## src/rtl/fetch_unit_pkg.sv

```systemverilog
// Shared constants and types for the instruction-fetch stage.
package fetch_unit_pkg;

  localparam logic [31:0] DEFAULT_TEXT_BASE = 32'h0040_0000;
  localparam logic [31:0] NOP_INSTR         = 32'h0000_0000;

  // Next-PC source, listed from lowest to highest priority.
  typedef enum logic [1:0] {
    SelSeq,
    SelBranch,
    SelJump,
    SelJr
  } npc_sel_e;

endpackage

```

## src/rtl/fetch_unit_if_id_register.sv

```systemverilog
// IF/ID pipeline register. A flush inserts a bubble and overrides stall.
module if_id_register
  import fetch_unit_pkg::*;
#(
  parameter int unsigned DATA_WIDTH = 32
) (
  input  logic                  clk,
  input  logic                  reset,
  input  logic                  stall_i,
  input  logic                  flush_i,
  input  logic [DATA_WIDTH-1:0] instr_i,
  input  logic [DATA_WIDTH-1:0] pc4_i,
  output logic [DATA_WIDTH-1:0] instr_o,
  output logic [DATA_WIDTH-1:0] pc4_o,
  output logic                  valid_o
);

  logic [DATA_WIDTH-1:0] instr_q;
  logic [DATA_WIDTH-1:0] pc4_q;
  logic                  valid_q;

  always_ff @(posedge clk or posedge reset) begin
    if (reset) begin
      instr_q <= DATA_WIDTH'(NOP_INSTR);
      pc4_q   <= '0;
      valid_q <= 1'b0;
    end else if (flush_i) begin
      instr_q <= DATA_WIDTH'(NOP_INSTR);
      pc4_q   <= '0;
      valid_q <= 1'b0;
    end else if (!stall_i) begin
      instr_q <= instr_i;
      pc4_q   <= pc4_i;
      valid_q <= 1'b1;
    end
  end

  assign instr_o = instr_q;
  assign pc4_o   = pc4_q;
  assign valid_o = valid_q;

endmodule

```

## src/rtl/fetch_unit.sv

```systemverilog
// Instruction-fetch stage: PC register, next-PC selection, fault tracking and IF/ID register.
module fetch_unit
  import fetch_unit_pkg::*;
#(
  parameter logic [31:0] TEXT_BASE    = DEFAULT_TEXT_BASE,
  parameter int unsigned MEMORY_DEPTH = 64,
  parameter int unsigned DATA_WIDTH   = 32
) (
  input  logic                  clk,
  input  logic                  reset,
  input  logic                  stall_i,
  input  logic                  flush_i,
  input  logic                  branch_taken_i,
  input  logic [DATA_WIDTH-1:0] branch_target_i,
  input  logic                  jump_i,
  input  logic [25:0]           jump_index_i,
  input  logic                  jr_i,
  input  logic [DATA_WIDTH-1:0] jr_target_i,
  input  logic [DATA_WIDTH-1:0] instr_i,
  output logic [DATA_WIDTH-1:0] rom_addr_o,
  output logic [DATA_WIDTH-1:0] pc_o,
  output logic [DATA_WIDTH-1:0] if_id_instr_o,
  output logic [DATA_WIDTH-1:0] if_id_pc4_o,
  output logic                  if_id_valid_o,
  output logic                  fetch_fault_o
);

  localparam logic [DATA_WIDTH-1:0] Base     = DATA_WIDTH'(TEXT_BASE);
  localparam logic [DATA_WIDTH-1:0] MemBytes = DATA_WIDTH'(MEMORY_DEPTH * 4);

  logic [DATA_WIDTH-1:0] pc_q, pc_d;
  logic [DATA_WIDTH-1:0] pc_plus4, npc, npc_off;
  logic                  fault_q, fault_d;
  logic                  redirect, hold, npc_bad;
  npc_sel_e              sel;

  always_comb begin
    sel = SelSeq;
    if (jr_i)                sel = SelJr;
    else if (jump_i)         sel = SelJump;
    else if (branch_taken_i) sel = SelBranch;
  end

  assign pc_plus4 = pc_q + DATA_WIDTH'(4);
  assign redirect = jr_i | jump_i | branch_taken_i;
  // A redirect must never be lost, so it overrides the hazard stall.
  assign hold     = stall_i & ~redirect;

  always_comb begin
    npc = pc_plus4;
    unique case (sel)
      SelSeq:    npc = pc_plus4;
      SelBranch: npc = branch_target_i;
      SelJump:   npc = {if_id_pc4_o[DATA_WIDTH-1 -: 4], jump_index_i, 2'b00};
      SelJr:     npc = jr_target_i;
    endcase
  end

  assign npc_off = npc - Base;
  assign npc_bad = (npc[1:0] != 2'b00) || (npc < Base) || (npc_off >= MemBytes);

  always_comb begin
    pc_d    = hold ? pc_q : {npc[DATA_WIDTH-1:2], 2'b00};
    fault_d = fault_q | (~hold & npc_bad);
  end

  always_ff @(posedge clk or posedge reset) begin
    if (reset) begin
      pc_q    <= Base;
      fault_q <= 1'b0;
    end else begin
      pc_q    <= pc_d;
      fault_q <= fault_d;
    end
  end

  assign pc_o          = pc_q;
  assign rom_addr_o    = pc_q - Base;
  assign fetch_fault_o = fault_q;

  if_id_register #(
    .DATA_WIDTH (DATA_WIDTH)
  ) u_if_id (
    .clk     (clk),
    .reset   (reset),
    .stall_i (hold),
    .flush_i (flush_i),
    .instr_i (instr_i),
    .pc4_i   (pc_plus4),
    .instr_o (if_id_instr_o),
    .pc4_o   (if_id_pc4_o),
    .valid_o (if_id_valid_o)
  );

endmodule

```

## config.mk

```make
export PLATFORM = sky130hd
export DESIGN_NAME = fetch_unit
export DESIGN_NICKNAME = d
export VERILOG_FILES = /design/src/rtl/fetch_unit_pkg.sv /design/src/rtl/fetch_unit_if_id_register.sv /design/src/rtl/fetch_unit.sv
export SDC_FILE = /design/constraint.sdc
export NUM_CORES = 1
export LEC_CHECK = 0
export CAP_MARGIN = 30
export CORE_MARGIN = 5
export CORE_UTILIZATION = 38
export CTS_CLUSTER_DIAMETER = 120
export DETAILED_ROUTE_END_ITERATION = 12
export GPL_TIMING_DRIVEN = 0
export PLACE_DENSITY_LB_ADDON = 0.08
export SLEW_MARGIN = 20
export SYNTH_ARGS = -nofsm -noshare
export SYNTH_HDL_FRONTEND = slang
export SYNTH_SLANG_ARGS = --single-unit
```

## constraint.sdc

```tcl
create_clock -name clk -period 2.8 [get_ports clk]
set_input_delay 0.42 -clock clk [delete_from_list [all_inputs] [get_ports clk]]
set_output_delay 0.42 -clock clk [all_outputs]
set_load 0.02 [all_outputs]
```

==> metrics.txt <==
Data arrival, critical path=2.33 ns; P_leak=3.77 nW; Syn Area/Cell=8.13 µm²; Initial Utilization=38.2%; largest net degree at the start of global routing=32; RR Startpoint=pc_o[2]$_DFFE_PP0N_; Final setup viols=0; CTS sink cnt=94; clk_skew=0.00655 ns; WS Path Type=flop to output pin; Clock Latency Late Sink=0.35 ns; CP bufs+invs=1; port bufs=249; RSZ-0062 raised after global routing=true; synth top area cells=dfrtp_1 (41%), nand2_1 (8.1%), a21oi_1 (7.5%); layout cell share with drive strength beyond 1=11.9%; Max stage delay cell, worst path=dfrtp_2; most frequent cells in the layout=clkdlybuf4s50_1 (244), nand2_1 (124), a21oi_1 (86), dfrtp_1 (86), nor2_1 (49); worst rel slew slack=53.6%; Layout Nets=1,107; CTS H-tree lvls=3; Clk pin slew, worst setup/hold paths=0.07 ns; Worst path depth=5; core area=15,000 µm²; initial antenna violation count=0; Finished Cell Area=9000 µm²; Synth Cell Area=5740 µm²; total power=4.29 mW; post-place instance area=8560 µm²; Initial DRT Pass Iterations=5; vias after detailed routing=6,058; Req. time, crit path=2.38 ns; Routed WL=22,200 µm; crit start category=flop; total I/O pin count=259; Filler cells=1,411; worst stage delay on the critical path=0.48 ns; DRC errors left=0; total CTS buffers=9; Final Max Slew Viols=0; Final period util=98.3%; setup TNS=0 ns; CP Capture Type=output pin; Max Freq=0.363 GHz; ANT cells=0; hold crit path type=input pin to asynchronous set/reset pin; Synth async-reset ratio=100%; Seq/Total Area, Yosys=41.0%; full die area=17,700 µm²; Tmin final=2.75 ns; Core Util, Final=59.8%; Mapped Cells=706; clock buffer depth=2; Die H=133 µm; TritonCTS clock tree=yes; final hold violations=0; gpl congestion=0.889; EDFF count, synth=0; dpl hpwl=17,200 µm; area leader, netlist=dfrtp_1; post-DR wirelength/cell=19.0 µm; Die Wd=133 µm; Inst Count DP=1,151; Vias/cell=5.19; worst r2r path cells=8; Setup crit start=pc_o[25]$_DFFE_PP0N_; Area Growth Syn to Fin=56.7%; Power Density=477 nW/µm²; Worst Tran Pin Value=0.695 ns; Yosys warning count=0; first-pass GRT wire length=33,800 µm; CP cell instances=or3_1, or2_2, nor4_1, xor2_1, dlygate4sd2_1; Peak VDD IR=0.279 mV; post-synth cell types=59; status=finished clean; Starting DRT DRC Count=424; root buf cell=clkbuf_16; gr ovfl total=0; Synth top area share=40.5%; Layout Cells excl Fill=1,168; largest fanout on the critical path=7; CP top delay family=simple AND/OR/NAND/NOR gates; commonest non-fill, non-tap cell in the layout=clkdlybuf4s50_1; global-route usage over all layers=24.3%; synthesized flop and latch total=94; row count=45; vias in the first global route=5,939; Routed Antenna Nets=0; Primary FF master, synth=dfrtp_1; Max Cap Viol=0
[power by group]
group	switching, mW	internal (mW)	total [mW]
logic	0.711	0.709	1.42
clock network	0.587	0.642	1.23
registers	0.158	1.48	1.64
total	1.46	2.83	4.29
[sequential cells by signal, summed over array words and instances (netlist names)]
register	cells
u_if_id.valid_o	1
pc_o	30
u_if_id.instr_o	32
u_if_id.pc4_o	30
fetch_fault_o	1
[routing by layer]
layer / global-route usage [%] / part of all wire [%] / vias up
met5: 0 / 0 / -
met4: 5.89 / 1.2 / 0
met3: 5.74 / 8.1 / 21
met2: 39.4 / 48 / 260
met1: 33.0 / 43 / 2846
li1: - / - / 2931
[repair_timing]
| action | CTS | global route |
|---|---|---|
| pin swaps | 2 | 1 |
| buffers inserted | 2 | 2 |
| setup endpoints to repair | 90 | 27 |
| resized for setup | 27 | 24 |
| hold buffers | 0 | 0 |
[Yosys cell counts (3+ instances only)]
library cell	instances
a211oi_1	37
a21bo_2	3
a21oi_1	86
a221o_1	5
a221o_2	5
and2_1	3
and3_1	6
buf_1	7
buf_4	27
clkbuf_1	38
clkbuf_8	3
dfrtp_1	93
ha_1	3
inv_1	44
nand2_1	124
nand3_1	12
nand4_1	9
nor2_1	50
nor3_1	18
nor3b_1	4
nor4_1	5
o21ai_0	40
or3_1	3
xnor2_1	23
xor2_1	13
[metrics by stage]
stage               setup slack, ns  hold WS, ns
floorplan                    0.0729        0.543
global placement             -0.812        0.483
detailed placement           -0.818        0.488
CTS                         0.00372        0.488
global route                -0.0645        0.520
finish                       0.0488        0.478
[layout make-up]
| class | count | area [µm²] | area share [%] |
|---|---|---|---|
| well taps | 188 | 235 | 2.61 |
| clock inverters | 6 | 52.6 | 0.584 |
| multi-input cells | 495 | 2910 | 32.4 |
| inverters | 44 | 169 | 1.88 |
| flip-flops and latches | 94 | 2360 | 26.3 |
| repair buffers | 256 | 2590 | 28.7 |
| clock buffers | 10 | 239 | 2.66 |
| plain buffers | 75 | 439 | 4.88 |
[kinds of logic after synthesis]
| kind of cell | Yosys count | share of synthesized area [%] |
|---|---|---|
| multiplexers | 3 | 0.545 |
| AO/OA/AOI/OAI | 195 | 21.2 |
| flip-flops | 94 | 41.0 |
| XOR/XNOR | 36 | 5.49 |
| AND/OR/NAND/NOR | 252 | 20.5 |
| other | 1 | 0.0653 |
| buffers and inverters | 122 | 10.6 |
| adder cells (fa/ha/maj) | 3 | 0.654 |
[final timing paths]
path,end,slack [ns]
max in group asynchronous,pc_o[18]$_DFFE_PP0N_,1.61
setup / recovery,rom_addr_o[29],0.05
min in group clk,u_if_id.valid_o$_DFFE_PP0P_,0.51
hold / removal,u_if_id.instr_o[31]$_DFFE_PP0P_,0.48
hold reg to reg,u_if_id.valid_o$_DFFE_PP0P_,0.51
setup reg to reg,fetch_fault_o$_DFF_PP0_,0.07
Power figures use the tool's default switching activity.
